**config.mk**
```make
export PLATFORM = sky130hd
export DESIGN_NAME = ex_stage
export DESIGN_NICKNAME = d
export VERILOG_FILES = /design/src/rtl/ex_pkg.sv /design/src/rtl/mul_seq.sv /design/src/rtl/ex_stage.sv
export SDC_FILE = /design/constraint.sdc
export NUM_CORES = 1
export LEC_CHECK = 0
export BUFFER_PORTS_ARGS = -buffer_cell sky130_fd_sc_hd__buf_2
export CELL_PAD_IN_SITES_DETAIL_PLACEMENT = 0
export CELL_PAD_IN_SITES_GLOBAL_PLACEMENT = 1
export CORE_MARGIN = 2
export CORE_UTILIZATION = 47
export CTS_CLUSTER_DIAMETER = 80
export DETAILED_ROUTE_END_ITERATION = 7
export HOLD_SLACK_MARGIN = 0.06
export PLACE_DENSITY = 0.78
export SETUP_SLACK_MARGIN = 0.15
export SLEW_MARGIN = 5
export SYNTH_ARGS = -nofsm -noshare
export SYNTH_HDL_FRONTEND = slang
export SYNTH_HIERARCHICAL = 1
export SYNTH_SLANG_ARGS = --single-unit
```
**constraint.sdc**
```tcl
create_clock -name clk_ex -period 5.2 [get_ports clk_ex]
set_input_delay 0.52 -clock clk_ex [delete_from_list [all_inputs] [get_ports clk_ex]]
set_output_delay 0.52 -clock clk_ex [all_outputs]
set_load 0.02 [all_outputs]
```
**src/rtl/ex_pkg.sv**
```systemverilog
// Shared constants and types for the execute stage.
// Holds the datapath and register-number widths, the opcode encodings,
// the FSM state encoding and the flag payload struct.
package ex_pkg;

  localparam int unsigned DW      = 16;               // datapath width
  localparam int unsigned RW      = 3;                // register-number width
  localparam int unsigned OPW     = 4;                // opcode width
  localparam int unsigned MUL_CYC = 16;               // multiply iterations, equals DW
  localparam int unsigned PW      = 2 * DW;           // full product width
  localparam int unsigned CNT_W   = $clog2(MUL_CYC);  // iteration counter width
  localparam int unsigned SHW     = $clog2(DW);       // shift-amount width

  localparam logic [OPW-1:0] OP_MOV = 4'd0;
  localparam logic [OPW-1:0] OP_ADD = 4'd1;
  localparam logic [OPW-1:0] OP_SUB = 4'd2;
  localparam logic [OPW-1:0] OP_AND = 4'd3;
  localparam logic [OPW-1:0] OP_OR  = 4'd4;
  localparam logic [OPW-1:0] OP_XOR = 4'd5;
  localparam logic [OPW-1:0] OP_NOT = 4'd6;
  localparam logic [OPW-1:0] OP_SLL = 4'd7;
  localparam logic [OPW-1:0] OP_SRL = 4'd8;
  localparam logic [OPW-1:0] OP_SRA = 4'd9;
  localparam logic [OPW-1:0] OP_MUL = 4'd10;

  typedef enum logic {
    ST_IDLE = 1'b0,
    ST_MUL  = 1'b1
  } state_t;

  // Flag payload travelling with each result to write-back.
  typedef struct packed {
    logic z;
    logic c;
    logic n;
  } flags_t;

endpackage

```
**src/rtl/mul_seq.sv**
```systemverilog
// Sequential shift-add multiplier, one partial product per clock.
// Ports:
//   clk, rst_n : clock and synchronous active-low reset
//   start      : load operands a/b and begin a multiply
//   a, b       : multiplicand and multiplier
//   busy       : a multiply is in progress (registered)
//   done       : current edge performs the final iteration
//   product    : accumulator value after the current iteration
// done and product are combinational so the owner can capture the final
// product on the same edge that the last iteration happens.
module mul_seq
  import ex_pkg::*;
(
  input  logic          clk,
  input  logic          rst_n,
  input  logic          start,
  input  logic [DW-1:0] a,
  input  logic [DW-1:0] b,
  output logic          busy,
  output logic          done,
  output logic [PW-1:0] product
);

  logic [PW-1:0]    mcand;
  logic [PW-1:0]    acc;
  logic [DW-1:0]    mplr;
  logic [CNT_W-1:0] cnt;

  // Accumulator after adding this iteration's partial product.
  assign product = acc + (mplr[0] ? mcand : '0);
  assign done    = busy && (cnt == CNT_W'(MUL_CYC - 1));

  // Operand load and per-iteration shift/accumulate.
  always_ff @(posedge clk) begin
    if (!rst_n) begin
      mcand <= '0;
      acc   <= '0;
      mplr  <= '0;
      cnt   <= '0;
      busy  <= 1'b0;
    end else if (start) begin
      mcand <= {{(PW - DW){1'b0}}, a};
      mplr  <= b;
      acc   <= '0;
      cnt   <= '0;
      busy  <= 1'b1;
    end else if (busy) begin
      acc   <= product;
      mcand <= mcand << 1;
      mplr  <= mplr >> 1;
      cnt   <= cnt + 1'b1;
      if (done) begin
        busy <= 1'b0;
      end
    end
  end

endmodule

```
**src/rtl/ex_stage.sv**
```systemverilog
// Execute stage: single-cycle ALU plus a 16-cycle sequential multiply.
// Ports:
//   clk_ex, rst_n      : stage clock, synchronous active-low reset
//   valid_in/ready_out : input handshake; ready_out is high only in IDLE
//   op_in, n_reg_in    : opcode and destination register number
//   a_in, b_in         : operands
//   valid_out          : one-cycle result-valid pulse
//   n_reg_out          : destination register of the result
//   result_out         : result value
//   flag_z/c/n         : zero, carry/borrow/overflow, negative flags
// All outputs except ready_out are registered and hold between results.
module ex_stage
  import ex_pkg::*;
(
  input  logic           clk_ex,
  input  logic           rst_n,
  input  logic           valid_in,
  output logic           ready_out,
  input  logic [OPW-1:0] op_in,
  input  logic [RW-1:0]  n_reg_in,
  input  logic [DW-1:0]  a_in,
  input  logic [DW-1:0]  b_in,
  output logic           valid_out,
  output logic [RW-1:0]  n_reg_out,
  output logic [DW-1:0]  result_out,
  output logic           flag_z,
  output logic           flag_c,
  output logic           flag_n
);

  state_t        state;
  state_t        state_d;
  logic          accept;

  logic [DW:0]   alu_wide;
  logic          alu_legal;

  logic          mul_start;
  logic          mul_busy;
  logic          mul_done;
  logic [PW-1:0] mul_product;

  logic [RW-1:0] n_reg_lat;
  logic [RW-1:0] n_reg_lat_d;

  logic          valid_d;
  logic [RW-1:0] n_reg_d;
  logic [DW-1:0] result_d;
  flags_t        flags_q;
  flags_t        flags_d;

  mul_seq u_mul (
    .clk     (clk_ex),
    .rst_n   (rst_n),
    .start   (mul_start),
    .a       (a_in),
    .b       (b_in),
    .busy    (mul_busy),
    .done    (mul_done),
    .product (mul_product)
  );

  assign ready_out = (state == ST_IDLE) && !mul_busy;
  assign accept    = valid_in && ready_out;

  assign flag_z = flags_q.z;
  assign flag_c = flags_q.c;
  assign flag_n = flags_q.n;

  // Single-cycle ALU; bit DW carries ADD carry-out / SUB borrow.
  always_comb begin
    alu_wide  = '0;
    alu_legal = 1'b1;
    case (op_in)
      OP_MOV:  alu_wide = {1'b0, b_in};
      OP_ADD:  alu_wide = {1'b0, a_in} + {1'b0, b_in};
      OP_SUB:  alu_wide = {1'b0, a_in} - {1'b0, b_in};
      OP_AND:  alu_wide = {1'b0, a_in & b_in};
      OP_OR:   alu_wide = {1'b0, a_in | b_in};
      OP_XOR:  alu_wide = {1'b0, a_in ^ b_in};
      OP_NOT:  alu_wide = {1'b0, ~a_in};
      OP_SLL:  alu_wide = {1'b0, a_in << b_in[SHW-1:0]};
      OP_SRL:  alu_wide = {1'b0, a_in >> b_in[SHW-1:0]};
      OP_SRA:  alu_wide = {1'b0, DW'($signed(a_in) >>> b_in[SHW-1:0])};
      default: alu_legal = 1'b0;
    endcase
  end

  // Next-state and next-output logic.
  always_comb begin
    state_d     = state;
    mul_start   = 1'b0;
    n_reg_lat_d = n_reg_lat;
    valid_d     = 1'b0;
    n_reg_d     = n_reg_out;
    result_d    = result_out;
    flags_d     = flags_q;
    case (state)
      ST_IDLE: begin
        if (accept) begin
          if (op_in == OP_MUL) begin
            mul_start   = 1'b1;
            n_reg_lat_d = n_reg_in;
            state_d     = ST_MUL;
          end else begin
            valid_d = 1'b1;
            n_reg_d = n_reg_in;
            if (alu_legal) begin
              result_d  = alu_wide[DW-1:0];
              flags_d.z = (alu_wide[DW-1:0] == '0);
              flags_d.c = alu_wide[DW];
              flags_d.n = alu_wide[DW-1];
            end else begin
              // Illegal opcode: zero result, flags untouched.
              result_d = '0;
            end
          end
        end
      end
      ST_MUL: begin
        if (mul_done) begin
          valid_d   = 1'b1;
          n_reg_d   = n_reg_lat;
          result_d  = mul_product[DW-1:0];
          flags_d.z = (mul_product[DW-1:0] == '0);
          flags_d.c = |mul_product[PW-1:DW];
          flags_d.n = mul_product[DW-1];
          state_d   = ST_IDLE;
        end
      end
      default: state_d = ST_IDLE;
    endcase
  end

  // State and output registers.
  always_ff @(posedge clk_ex) begin
    if (!rst_n) begin
      state      <= ST_IDLE;
      n_reg_lat  <= '0;
      valid_out  <= 1'b0;
      n_reg_out  <= '0;
      result_out <= '0;
      flags_q    <= '0;
    end else begin
      state      <= state_d;
      n_reg_lat  <= n_reg_lat_d;
      valid_out  <= valid_d;
      n_reg_out  <= n_reg_d;
      result_out <= result_d;
      flags_q    <= flags_d;
    end
  end

endmodule

```
==> results of run 1 <==
## cell families (layout without fill, tap and decap cells)
group / Yosys count / after routing / share of synthesized area (%)
DFF: 112 / 112 / 19.9
buffers and inverters: 154 / 160 / 5.66
muxes: 133 / 133 / 14.4
xor gates and xnor gates: 49 / 49 / 3.82
AOI/OAI and AO/OA: 382 / 382 / 23.6
adders and majority gates: 84 / 84 / 9.48
and+or+nand+nor: 515 / 515 / 23.1
## how the worst max path moves through the flow
| stage | start | to | slack [ns] |
|---|---|---|---|
| finish | op_in[2] | flag_z | 1.21 |
| global placement | op_in[2] | flag_z | 0.90 |
| global route | b_in[2] | flag_z | 0.87 |
| CTS | op_in[2] | flag_z | 1.23 |
| floorplan | op_in[0] | flag_z | 0.75 |
| detailed placement | op_in[2] | flag_z | 0.88 |
## sequential cells by signal, indices dropped and copies added (netlist names)
name and cells:
result_out 16, u_mul/mplr 16, valid_out 1, u_mul/acc 32, u_mul/cnt 4, flag_n 1, state 1, flag_z 1
u_mul/mcand 32, u_mul/busy 1, n_reg_lat 3, n_reg_out 3, flag_c 1
## critical path: stages
cell     delay [ns]
buf_2          0.10
or2_1          0.37
or2_2          0.45
a21o_1         0.24
fa_1           0.45
xor2_1         0.15
o32ai_1        0.09
a221o_1        0.26
or4_1          0.46
or4_1          0.55
nor3_1         0.21
nand4_1        0.12
o41ai_2        0.28
## final cells by class
type                    count  area (um^2)
inverters                  50          188
repair buffers             95          551
fillers                  2362        11400
clock inverters             6         50.0
well taps                 319          399
clock buffers               9          225
flip-flops and latches    112         2250
multi-input cells        1163         8370
## routing by layer
layer | GRT usage (%) | part of all wire, %
met1 | 42.4 | 44
met2 | 52.3 | 47
met3 | 3.16 | 5.6
met4 | 12.6 | 3.7
met5 | 0 | 0
## per-stage QoR
stage / util (%) / total power, W / setup WS, ns / instance area, um^2
6_report: 51.2 / 0.00220 / 1.21 / 12000
3_5_place_dp: 50.1 / 0.00152 / 0.878 / 11700
5_1_grt: 51.2 / 0.00228 / 0.870 / 12000
3_3_place_gp: 50.1 / 0.00152 / 0.901 / 11700
4_1_cts: 51.2 / 0.00221 / 1.23 / 12000
2_1_floorplan: - / 0.00131 / 0.745 / 11200
## cells in the final DEF, fill, tap and decap left out, types with 19 or more instances in the layout
| master | Yosys | routed |
|---|---|---|
| nor2b_1 | 19 | 19 |
| a21oi_1 | 81 | 81 |
| inv_1 | 48 | 47 |
| mux2i_1 | 98 | 98 |
| nor3_1 | 25 | 25 |
| xnor2_1 | 32 | 32 |
| buf_4 | 2 | 30 |
| mux4_2 | 19 | 19 |
| nor2_1 | 115 | 115 |
| buf_2 | 13 | 65 |
| a21o_1 | 22 | 22 |
| and2_1 | 81 | 81 |
| nand3_1 | 34 | 34 |
| o21ai_0 | 83 | 83 |
| ha_1 | 82 | 82 |
| nand2_1 | 133 | 133 |
| dfxtp_1 | 112 | 111 |
| o211ai_1 | 24 | 24 |
## power groups by stage
| stage | Sequential, W | Clock, W | Combinational [W] |
|---|---|---|---|
| final | 0.000885 | 0.000683 | 0.000629 |
| after global routing | 0.000887 | 0.000720 | 0.000677 |
| after CTS | 0.000885 | 0.000702 | 0.000619 |
| after detailed placement | 0.000905 | 0 | 0.000617 |
| after global placement | 0.000905 | 0 | 0.000619 |
| after floorplan | 0.000918 | 0 | 0.000397 |
==> summary.txt, run 1 <==
Run status = completed
Vias/cell = 6.30
#FFs+latches synth = 112
Iteration-0 DRC Markers = 1011
Hold Worst Slack = 0.441 ns
Initial antenna violation count = 0
Routed wire length = 39600 um
Largest cells by area after synthesis = dfxtp_1 (20%), ha_1 (9.1%), mux2i_1 (8.7%)
Net count after synthesis = 1555
Unrepaired setup endpoints after global routing = false
Share of cells above drive strength 1 = 11.6%
Postcts setup bufs = 0
Port Buffers = 65
TNS Setup = 0 ns
Area leader, netlist = dfxtp_1
First-pass GRT wire length = 60400 um
Cell Int Power = 0.00143 W
CP arrival = 4.25 ns
Reg power frac = 40.3%
Clock sink count = 112
Final std cells w/o fill = 1754
Tot GR Track Use = 31.6%
Die Y = 159 um
Pin count of the biggest net entering global routing = 67
Rel. slew slack = 34.1%
Area delta synth->final = 6.93%
Max Clock Skew = 0.0148 ns
Root Buffer = clkbuf_16
Seq/Total Area, Yosys = 19.9%
HP Start = n_reg_in[2]
Peak supply drop = 0.123 mV
Via count = 11000
Die area = 0.0252 mm^2
Resized cells post-CTS = 0
Switching share of power = 34.8%
Core Area = 0.0235 mm^2
Combinational Power Share = 28.6%
Reg2reg setup slack = 1.32 ns
Initial Util = 47.9%
Top_reg_cell synth = dfxtp_1
Final HPWL DP = 29900 um
WL per Instance = 22.6 um
Clock group share of total power = 31.1%
Min-Delay Path Class = in2reg
Worst-path clk slew = 0.08 ns
Setup Viol. Count Final = 0
Syn_area_per_cell = 7.87 um^2
Leak Pwr = 4.96 nW
Endpoints failing hold = 0
Die W = 159 um
Crit Path Category = in2reg
Slew Limit Fails = 0
CTS Hold Buffers Added = 0
Most frequent cell after synthesis = nand2_1
Max-cap violations = 0
Clk buf depth = 2
Rows = 56
Worst-path fanout max = 10
Synth top area share = 19.9%
Worst setup SP type = input pin
Final min period = 3.99 ns
Post-synth top cells = nand2_1 (133), nor2_1 (115), dfxtp_1 (112), mux2i_1 (98), o21ai_0 (83)
RR Startpoint = u_mul/mplr[0]
Worst Hold Path Cells = 3
Ys async rst share = 0%
DR DRC count = 0
Initial DRT Pass Iterations = 6
Inst Count DP = 1739
Req. time, crit path = 5.46 ns
Worst slew pin tran = 0.988 ns
# IOs = 66
R2R Path End = flag_z
Final cycle utilization of the critical path = 76.8%
GP Congestion = 0.976
TritonCTS clock tree = yes
Antenna cells = 0
Antenna-violating nets left = 0
Pwr dens = 183 mW/mm^2
Vias in the first global route = 10400
Distinct cell type count after synthesis = 97
Synth Cell Area = 0.0112 mm^2
Final #Nets = 1557
Switching power = 0.000764 W
Number of synthesized flops with an enable pin = 0
Synth Warn # = 6
Grt total ovfl = 0
R2R depth = 14
CTS buffer count = 9
Hold Path Sink = n_reg_lat[2]
H-tree depth = 3
Critical Path End Type = register
Peak Freq = 250 MHz
Cells after Synth = 1429
Worst skew pair latency = 0.36 ns
Note: power is estimated with default switching activity, not from simulation.
==> inputs of run 2 (changes only) <==
--- a/config.mk
+++ b/config.mk
@@ -9,11 +9,11 @@
 export CELL_PAD_IN_SITES_DETAIL_PLACEMENT = 0
 export CELL_PAD_IN_SITES_GLOBAL_PLACEMENT = 1
 export CORE_MARGIN = 2
-export CORE_UTILIZATION = 47
+export CORE_UTILIZATION = 43
 export CTS_CLUSTER_DIAMETER = 80
 export DETAILED_ROUTE_END_ITERATION = 7
 export HOLD_SLACK_MARGIN = 0.06
-export PLACE_DENSITY = 0.78
+export PLACE_DENSITY = 0.75
 export SETUP_SLACK_MARGIN = 0.15
 export SLEW_MARGIN = 5
 export SYNTH_ARGS = -nofsm -noshare
==> constraint.sdc (replaced) <==
create_clock -name clk_ex -period 3.4 [get_ports clk_ex]
set_input_delay 0.34 -clock clk_ex [delete_from_list [all_inputs] [get_ports clk_ex]]
set_output_delay 0.34 -clock clk_ex [all_outputs]
set_load 0.02 [all_outputs]
==> run 2 against run 1 <==
Hold slack lost 0.20 ns. Cell count rose by 9.7%. Critical path depth unchanged. Sequential power up 53%. Non-clock buffer count is 154 higher. Clock skew rose by 0.0058 ns. Combinational power increased by 76%. Register-to-register slack got worse by 1.2 ns. Sequential share of layout area shrank 2.3 points. First-iteration DRC count increased by 11%. Via count grew 6.2%. Die area grew 9.1%. Highest routed layer unchanged.
==> summary.txt, run 2 (synthesis results as in run 1) <==
GP Congestion = 0.995 (+2.0%)
Unrepaired setup endpoints after global routing = true
Max-cap violations = 0 (unchanged)
Final WS setup = 0.0738 ns (-1.13 ns)
Iteration-0 DRC Markers = 1127 (+11%)
First-pass GRT wire length = 63900 um (+5.8%)
Core Area = 0.0258 mm^2 (+10%)
Root Buffer = clkbuf_16
Area delta synth->final = 21.9%
Crit Path Category = reg2reg
Final HPWL DP = 30900 um (+3.5%)
Fillers = 2563 (+8.5%)
Run status = completed
Worst slew pin tran = 0.932 ns (-0.0560 ns)
PnR Total Power = 0.00355 W (+62%)
CTS buffer count = 9 (unchanged)
Vias/cell = 6.09 (-3.2%)
Critical Path End Type = register
CTS Hold Buffers Added = 0 (unchanged)
Grt total ovfl = 0 (unchanged)
Initial antenna violation count = 1 (+1)
Post-placement worst setup slack = -0.216 ns (-1.09 ns)
Most common library cell in the layout ignoring fill and taps = buf_4
Tot GR Track Use = 29.2% (-2.4 points)
Peak supply drop = 0.251 mV (+100%)
Initial DRT Pass Iterations = 5 (-1)
Via count = 11700 (+6.2%)
Clk buf depth = 2 (unchanged)
WL per Instance = 21.4 um (-5.0%)
Final #Nets = 1711 (+9.9%)
Share of cells above drive strength 1 = 24.5% (+13 points)
H-tree depth = 3 (unchanged)
Rel. slew slack = 37.6% (+3.5 points)
Final min period = 3.33 ns
Die W = 166 um (+4.4%)
Hold Worst Slack = 0.238 ns (-0.203 ns)
Commonest non-fill, non-tap cells in the layout = buf_4 (179), nand2_1 (130), nor2_1 (110), dfxtp_1 (110), mux2i_1 (98)
Endpoints failing hold = 0 (unchanged)
Vias in the first global route = 11200 (+8.2%)
Pwr dens = 259 mW/mm^2 (+42%)
Worst setup SP type = register
Req. time, crit path = 3.65 ns (-1.81 ns)
TritonCTS clock tree = yes
Setup Viol. Count Final = 0 (unchanged)
Placed inst area = 0.0129 mm^2 (+9.5%)
Clock sink count = 112 (unchanged)
Initial Util = 43.5% (-4.4 points)
Worst-path clk slew = 0.09 ns (about the same)
Worst skew pair latency = 0.37 ns (about the same)
Largest regs = u_mul/acc x32, u_mul/mcand x32
Die area = 0.0275 mm^2 (+9.1%)
Antenna cells = 0 (unchanged)
# IOs = 66 (unchanged)
Port Buffers = 65 (unchanged)
Antenna-violating nets left = 0 (unchanged)
DR DRC count = 0 (unchanged)
Worst-path fanout max = 7 (-3)
Post-Layout Inst Area = 0.0137 mm^2 (+14%)
CP arrival = 3.57 ns (-0.68 ns)
Die Y = 166 um (+4.4%)
Min-Delay Path Class = in2reg
Pin count of the biggest net entering global routing = 49 (-27%)
Peak Freq = 301 MHz
Max Clock Skew = 0.0206 ns (+0.00578 ns)
Final cycle utilization of the critical path = 97.8%
Routed wire length = 41300 um (+4.3%)
Slew Limit Fails = 0 (unchanged)
Reg2reg setup slack = 0.07 ns (-1.25 ns)
Leak Pwr = 5.76 nW (+16%)
Rows = 59 (+5.4%)
run 2: cell count changes in the layout (fill, tap and decap cells not counted), sizes merged:
cell and delta:
buf +154, clkbuf +1, clkinv +1, inv -1
run 2: final timing paths:
kind,startpoint,cells after the start,to
min reg2reg,result_out[0],2,result_out[0]
min,n_reg_in[2],3,n_reg_lat[2]
max,u_mul/mplr[0],13,flag_c
max reg2reg,u_mul/mplr[0],13,flag_c
run 2: repair_timing:
action,4_1_cts,5_1_grt
cloned,0,0
endpoints found under the setup margin,2,11
setup buffers,8,4
pin swaps,26,21
gates resized for setup,52,34
run 2: through the flow:
step	setup TNS [ns]	utilization (%)	cells
global route	-0.0327	53.0	1925
detailed placement	-0.912	49.8	1897
global placement	-0.527	49.8	1897
floorplan	-0.283	-	1429
finish	0	53.0	1925
CTS	0	52.2	1921
run 2: worst max-delay path: stages (launching register included):
cell and delay, ns:
dfxtp_4 0.38, buf_6 0.13, and2_4 0.16, ha_4 0.29
nand2_8 0.07, a2111oi_4 0.45, o21bai_2 0.17, a311o_2 0.47
a211oi_4 0.24, nor2b_1 0.09, xnor2_1 0.15, nor4_2 0.32
a41o_1 0.20, a31oi_1 0.08
run 2: per-layer routing:
metal  global-route usage, %  vias up  wire length [um]
met4                    10.4        0              1400
met2                    45.5      529             18200
met1                    41.0     5574             18400
met3                    4.61       88              3310
met5                       0        -                 0
li1                        -     5538                 -
run 2: layout make-up:
class	count	area, um^2	share of cell area, %
Multi-Input combinational cell	1163	8820	64.4
Timing Repair Buffer	249	1730	12.6
Clock buffer	10	239	1.74
Clock inverter	6	50.0	0.365
Inverter	50	188	1.37
Tap cell	335	419	3.06
Sequential cell	112	2250	16.4
run 2: where the power goes:
part           leakage [nW]  switching [W]  total (W)  internal (W)
logic                  4.71       0.000654    0.00111      0.000457
registers             0.907      0.0000177    0.00135       0.00134
clock network         0.141       0.000555    0.00109      0.000530
total                  5.76        0.00123    0.00355       0.00232
